$ cat config.mk
export PLATFORM = sky130hd
export DESIGN_NAME = model_vector_signed_integer_divider
export DESIGN_NICKNAME = d
export VERILOG_FILES = /design/src/rtl/model_vector_signed_integer_divider.sv
export SDC_FILE = /design/constraint.sdc
export NUM_CORES = 2
export LEC_CHECK = 0
export BUFFER_PORTS_ARGS = -buffer_cell sky130_fd_sc_hd__clkbuf_2
export CAP_MARGIN = 40
export CORE_MARGIN = 3
export CORE_UTILIZATION = 45
export DETAILED_ROUTE_END_ITERATION = 8
export SLEW_MARGIN = 10
export SYNTH_ARGS = -nofsm -noshare
export SYNTH_HDL_FRONTEND = slang
export SYNTH_SLANG_ARGS = --single-unit
export TNS_END_PERCENT = 20
$ cat constraint.sdc
create_clock -name CLK -period 24.9 [get_ports CLK]
set_clock_uncertainty 0.15 [all_clocks]
set_input_delay 4.98 -clock CLK [delete_from_list [all_inputs] [get_ports CLK]]
set_output_delay 4.98 -clock CLK [all_outputs]
set_load 0.02 [all_outputs]
$ cat src/rtl/model_vector_signed_integer_divider.sv
// model_vector_signed_integer_divider: radix-2 restoring vector divider; signed mode compiled in with MODEL_VECTOR_INTEGER_DIVIDER_SIGNED_EN
module model_vector_signed_integer_divider #(
   parameter int DATA_SIZE = 64
) (
   input  logic                 CLK,
   input  logic                 RST,
   input  logic                 START,
   output logic                 READY,
   input  logic                 SIGNED_MODE,
   input  logic                 DATA_A_IN_ENABLE,
   input  logic                 DATA_B_IN_ENABLE,
   output logic                 DATA_OUT_ENABLE,
   input  logic [DATA_SIZE-1:0] SIZE_IN,
   input  logic [DATA_SIZE-1:0] DATA_A_IN,
   input  logic [DATA_SIZE-1:0] DATA_B_IN,
   output logic [DATA_SIZE-1:0] DATA_OUT,
   output logic [DATA_SIZE-1:0] REST_OUT,
   output logic                 DIV_ZERO_OUT
);
   localparam int CW = $clog2(DATA_SIZE);
   typedef enum logic [1:0] {IDLE, INPUT, DIVIDE, OUTPUT} state_t;
   state_t state, state_n;
   logic [DATA_SIZE-1:0] size_r, elem, a_r, b_r, q, r, a_mag, b_mag, r_nx, q_out, r_out;
   logic [DATA_SIZE:0] r_sh, r_diff;
   logic [CW-1:0] cnt;
   logic a_ok, b_ok, pair, last, ge, dz, a_neg, b_neg;
`ifdef MODEL_VECTOR_INTEGER_DIVIDER_SIGNED_EN
   logic sg;
   always_ff @(posedge CLK or posedge RST)
      if (RST) sg <= 1'b0;
      else if (state == IDLE && START) sg <= SIGNED_MODE;
   assign a_neg = sg & a_r[DATA_SIZE-1];
   assign b_neg = sg & b_r[DATA_SIZE-1];
`else
   logic sm_unused;
   assign sm_unused = SIGNED_MODE;
   assign a_neg = 1'b0;
   assign b_neg = 1'b0;
`endif
   assign pair   = (a_ok | DATA_A_IN_ENABLE) & (b_ok | DATA_B_IN_ENABLE);
   assign last   = elem == size_r - DATA_SIZE'(1);
   assign a_mag  = a_neg ? -a_r : a_r;
   assign b_mag  = b_neg ? -b_r : b_r;
   assign r_sh   = {r, a_mag[CW'(DATA_SIZE-1) - cnt]};
   assign r_diff = r_sh - {1'b0, b_mag};
   assign ge     = r_sh >= {1'b0, b_mag};
   assign r_nx   = ge ? r_diff[DATA_SIZE-1:0] : r_sh[DATA_SIZE-1:0];
   always_ff @(posedge CLK or posedge RST)
      if (RST) state <= IDLE;
      else state <= state_n;
   always_comb
      state_n = state == IDLE   ? ((START && SIZE_IN != '0) ? INPUT : IDLE) :
                state == INPUT  ? (pair ? DIVIDE : INPUT) :
                state == DIVIDE ? ((cnt == CW'(DATA_SIZE-1)) ? OUTPUT : DIVIDE) :
                (last ? IDLE : INPUT);
   always_comb begin
      dz    = b_r == '0;
      q_out = dz ? '1 : ((a_neg ^ b_neg) ? -q : q);
      r_out = dz ? a_r : (a_neg ? -r : r);
   end
   always_ff @(posedge CLK or posedge RST)
      if (RST) begin
         size_r          <= '0;
         elem            <= '0;
         a_r             <= '0;
         b_r             <= '0;
         a_ok            <= 1'b0;
         b_ok            <= 1'b0;
         q               <= '0;
         r               <= '0;
         cnt             <= '0;
         READY           <= 1'b0;
         DATA_OUT_ENABLE <= 1'b0;
         DATA_OUT        <= '0;
         REST_OUT        <= '0;
         DIV_ZERO_OUT    <= 1'b0;
      end else begin
         READY           <= 1'b0;
         DATA_OUT_ENABLE <= 1'b0;
         case (state)
            IDLE: if (START) begin
               size_r <= SIZE_IN;
               elem   <= '0;
               READY  <= SIZE_IN == '0;
            end
            INPUT: begin
               if (DATA_A_IN_ENABLE) begin
                  a_r  <= DATA_A_IN;
                  a_ok <= 1'b1;
               end
               if (DATA_B_IN_ENABLE) begin
                  b_r  <= DATA_B_IN;
                  b_ok <= 1'b1;
               end
               if (pair) begin
                  a_ok <= 1'b0;
                  b_ok <= 1'b0;
                  q    <= '0;
                  r    <= '0;
                  cnt  <= '0;
               end
            end
            DIVIDE: begin
               r   <= r_nx;
               q   <= {q[DATA_SIZE-2:0], ge};
               cnt <= cnt + CW'(1);
            end
            default: begin
               DATA_OUT        <= q_out;
               REST_OUT        <= r_out;
               DIV_ZERO_OUT    <= dz;
               DATA_OUT_ENABLE <= 1'b1;
               READY           <= last;
               elem            <= elem + DATA_SIZE'(1);
            end
         endcase
      end
endmodule

==> run_results.csv <==
group,metric,value,unit
yosys,syn_area,28240,um^2
final_layout,layout.cells.non_filler,3958,
power,power_density,117.1,nW/um^2
yosys,ys_seq_area_share,46.52,%
setup_path,r2r-end,"r[58]$_DFFE_PP0P_",
worst_hold_path,hold_path_class,"reg2reg",
drt,drt_iter0_drc,1542,
final_layout,drive_gt1_share,23.24,%
drt,wl_per_cell,20.75,um
setup_path,cp.arrival,8.16,ns
timing,finalHoldViolations,0,
place,port_buffers,327,
global_route,grt_max_degree,116,
drt,antenna_left,0,
yosys,synth.area.top_cells,"dfrtp_1 (47%), mux2_2 (7.8%), nor2_1 (4.5%)",
drt,wl,82140,um
setup_path,start_kind,"primary input",
final_layout,area_growth_syn_to_layout,16.85,%
yosys,syn_avg_cell_area,10.07,um^2
clocking,ctsResizeCount,0,
drt,first_pass_iters,6,
clocking,cts_made_buffers,57,
power,vdd_ir_drop_max,60.61,uV
die,core_region_area,61940,um^2
yosys,async_reset_ff_share,100.0,%
clocking,clock_path_buffers,3,
place,dp_hpwl,62100,um
yosys,synth_top_area_cell,"dfrtp_1",
outcome,status,"complete, no violations",
clocking,clk_pin_slew,0.06,ns
global_route,grt.total_usage,24.64,%
yosys,synth_edf_count,0,
setup_path,crit_required,25.28,ns
setup_path,r2r_slack,18.11,ns
worst_hold_path,holdPathStages,1,
yosys,synth_seq_cells,525,
yosys,yosys_warnings,0,
timing,rsz0062_at_grt,"no",
yosys,synth_fp_nets,3073,
timing,worst_pin_slew,0.8531,ns
final_layout,nNetsFinal,3340,
drt,dr_total_vias,22470,
worst_hold_path,holdPathEnd,"q[63]$_DFFE_PP0P_",
global_route,grt_overflow_total,0,
place,post-place-cells,3847,
power,p_leak,14.57,nW
drt,avgViaCountPerCell,5.677,
final_layout,final_cell_mix,"dfrtp_1 (525), nor2_1 (340), clkbuf_2 (327)",
global_route,grt_pass1_vias,22560,
worst_hold_path,holdCritStartpoint,"q[63]$_DFFE_PP0P_",
setup_path,crit_type,"in2reg",
yosys,yosysTopAreaCellShare,46.52,%
timing,finalCriticalPeriod,7.783,ns
yosys,postSynthCellCount,2803,
timing,slew_headroom,41.65,%
die,ios,329,
drt,drc_errors,0,
setup_path,r2r-start,"cnt[0]$_DFFE_PP0P_",
timing,finalSetupTns,0,ns
clocking,cts_root_buffer,"clkbuf_16",
clocking,clock_latency,0.62,ns
clocking,tritoncts,"yes",
clocking,cts_num_sinks,525,
die,die_w,256.5,um
timing,fin_crit_sh,31.26,%
timing,finalSetupViolations,0,
die,die_h,256.5,um
clocking,cts_hold_buf,0,
setup_path,crit_fanout,8,
die,start_util,45.59,%
timing,worst_slack,17.12,ns
clocking,post-cts-setup-buffers,0,
global_route,grt_antenna_before_repair,1,
die,num_rows,91,
flow_run,cap_violations,0,
die,die-area,65800,um^2
yosys,synth_cell_type_count,77,
timing,slew_violations,0,
place,place_ws,16.51,ns
final_layout,final_common_cell,"dfrtp_1",
global_route,grt_pass1_wl,129700,um
clocking,cts_max_level,2,
setup_path,critPathCaptureType,"register",
place,gp_congestion,0.9088,
setup_path,reg2reg_depth,17,
timing,fmax,128.5,MHz
yosys,synth_top_flop_cell,"dfrtp_1",
-- worst max-delay path by stage --
stage | end | cells after the start | slack [ns] | start
floorplan | DATA_OUT[0]$_DFFE_PP0P_ | 1 | 5.10 | RST
global placement | elem[63]$_DFFE_PP0P_ | 11 | 16.50 | START
detailed placement | elem[57]$_DFFE_PP0P_ | 10 | 16.51 | START
CTS | elem[57]$_DFFE_PP0P_ | 10 | 17.14 | START
global route | elem[63]$_DFFE_PP0P_ | 11 | 16.84 | START
finish | elem[57]$_DFFE_PP0P_ | 10 | 17.12 | START
-- worst max-delay path, stage by stage --
cell and delay [ns]:
clkbuf_2 0.12, nor2b_1 0.07, nor4_1 0.60, nand4_1 0.63, nor2b_1 0.50, and4_1 0.34
and2_1 0.21, nand2_1 0.17, or3_1 0.38, a21oi_1 0.15
-- flip-flops by register name (all words and copies together), names as in the netlist, 2 cells and up --
signal / cells
DATA_OUT: 64
elem: 64
b_mag: 64
a_mag: 64
q: 64
REST_OUT: 64
r: 64
cnt: 6
state: 2
size_r: 64
-- cell type report --
class	instances	area, um^2
antenna	2	5.005
clock buffer	76	1628
clock inverter	32	483.0
fill	5641	28940
inverter	100	382.9
multi-input combinational	2022	14200
sequential	525	13140
tap	837	1047
timing repair buffer	364	2115
-- logic make-up (layout without fill, tap and decap cells) --
logic type / Yosys count / after routing / synth area share [%]
simple gates: 828 / 828 / 14.34
compound gates: 628 / 628 / 14.10
flops: 525 / 525 / 46.52
mux: 294 / 294 / 12.18
buf+inv: 256 / 572 / 3.443
xor+xnor: 200 / 200 / 6.203
fa+ha+maj: 72 / 72 / 3.217
other cells: 0 / 2 / 0
-- metrics by stage --
stage	utilization, %	area (um^2)	total power, mW	hold slack, ns
after floorplan	-	28240	2.418	0.3207
after global placement	49.34	30560	2.878	0.3406
after detailed placement	49.81	30850	2.933	0.3443
after CTS	53.22	32970	3.892	0.3627
after global routing	53.27	33000	4.103	0.3857
final	53.27	33000	3.866	0.3632
-- cell usage after synthesis (51+ instances only) --
cell      count
dfrtp_1     525
nand2_1     154
mux2i_1      78
nand4_1      51
xnor2_1     107
nor2_1      341
clkbuf_1    143
o21ai_0     134
mux2_2      196
a22o_1       97
inv_1       100
ha_1         71
a21oi_1     241
xor2_1       93
nor4_1       62
-- where the power goes --
part           internal, mW  switching [mW]
registers              1.14           0.289
logic                 0.605           0.889
clock network         0.575           0.367
-- routing by layer --
metal | global-route usage (%) | up-vias | wire length (um)
met2 | 40.47 | 587 | 38720
met4 | 7.417 | 0 | 2402
met5 | 0 | - | 0
met1 | 34.36 | 11130 | 37470
li1 | - | 10640 | -
met3 | 3.002 | 118 | 3543
No activity file was read; power rests on OpenSTA's default activity.
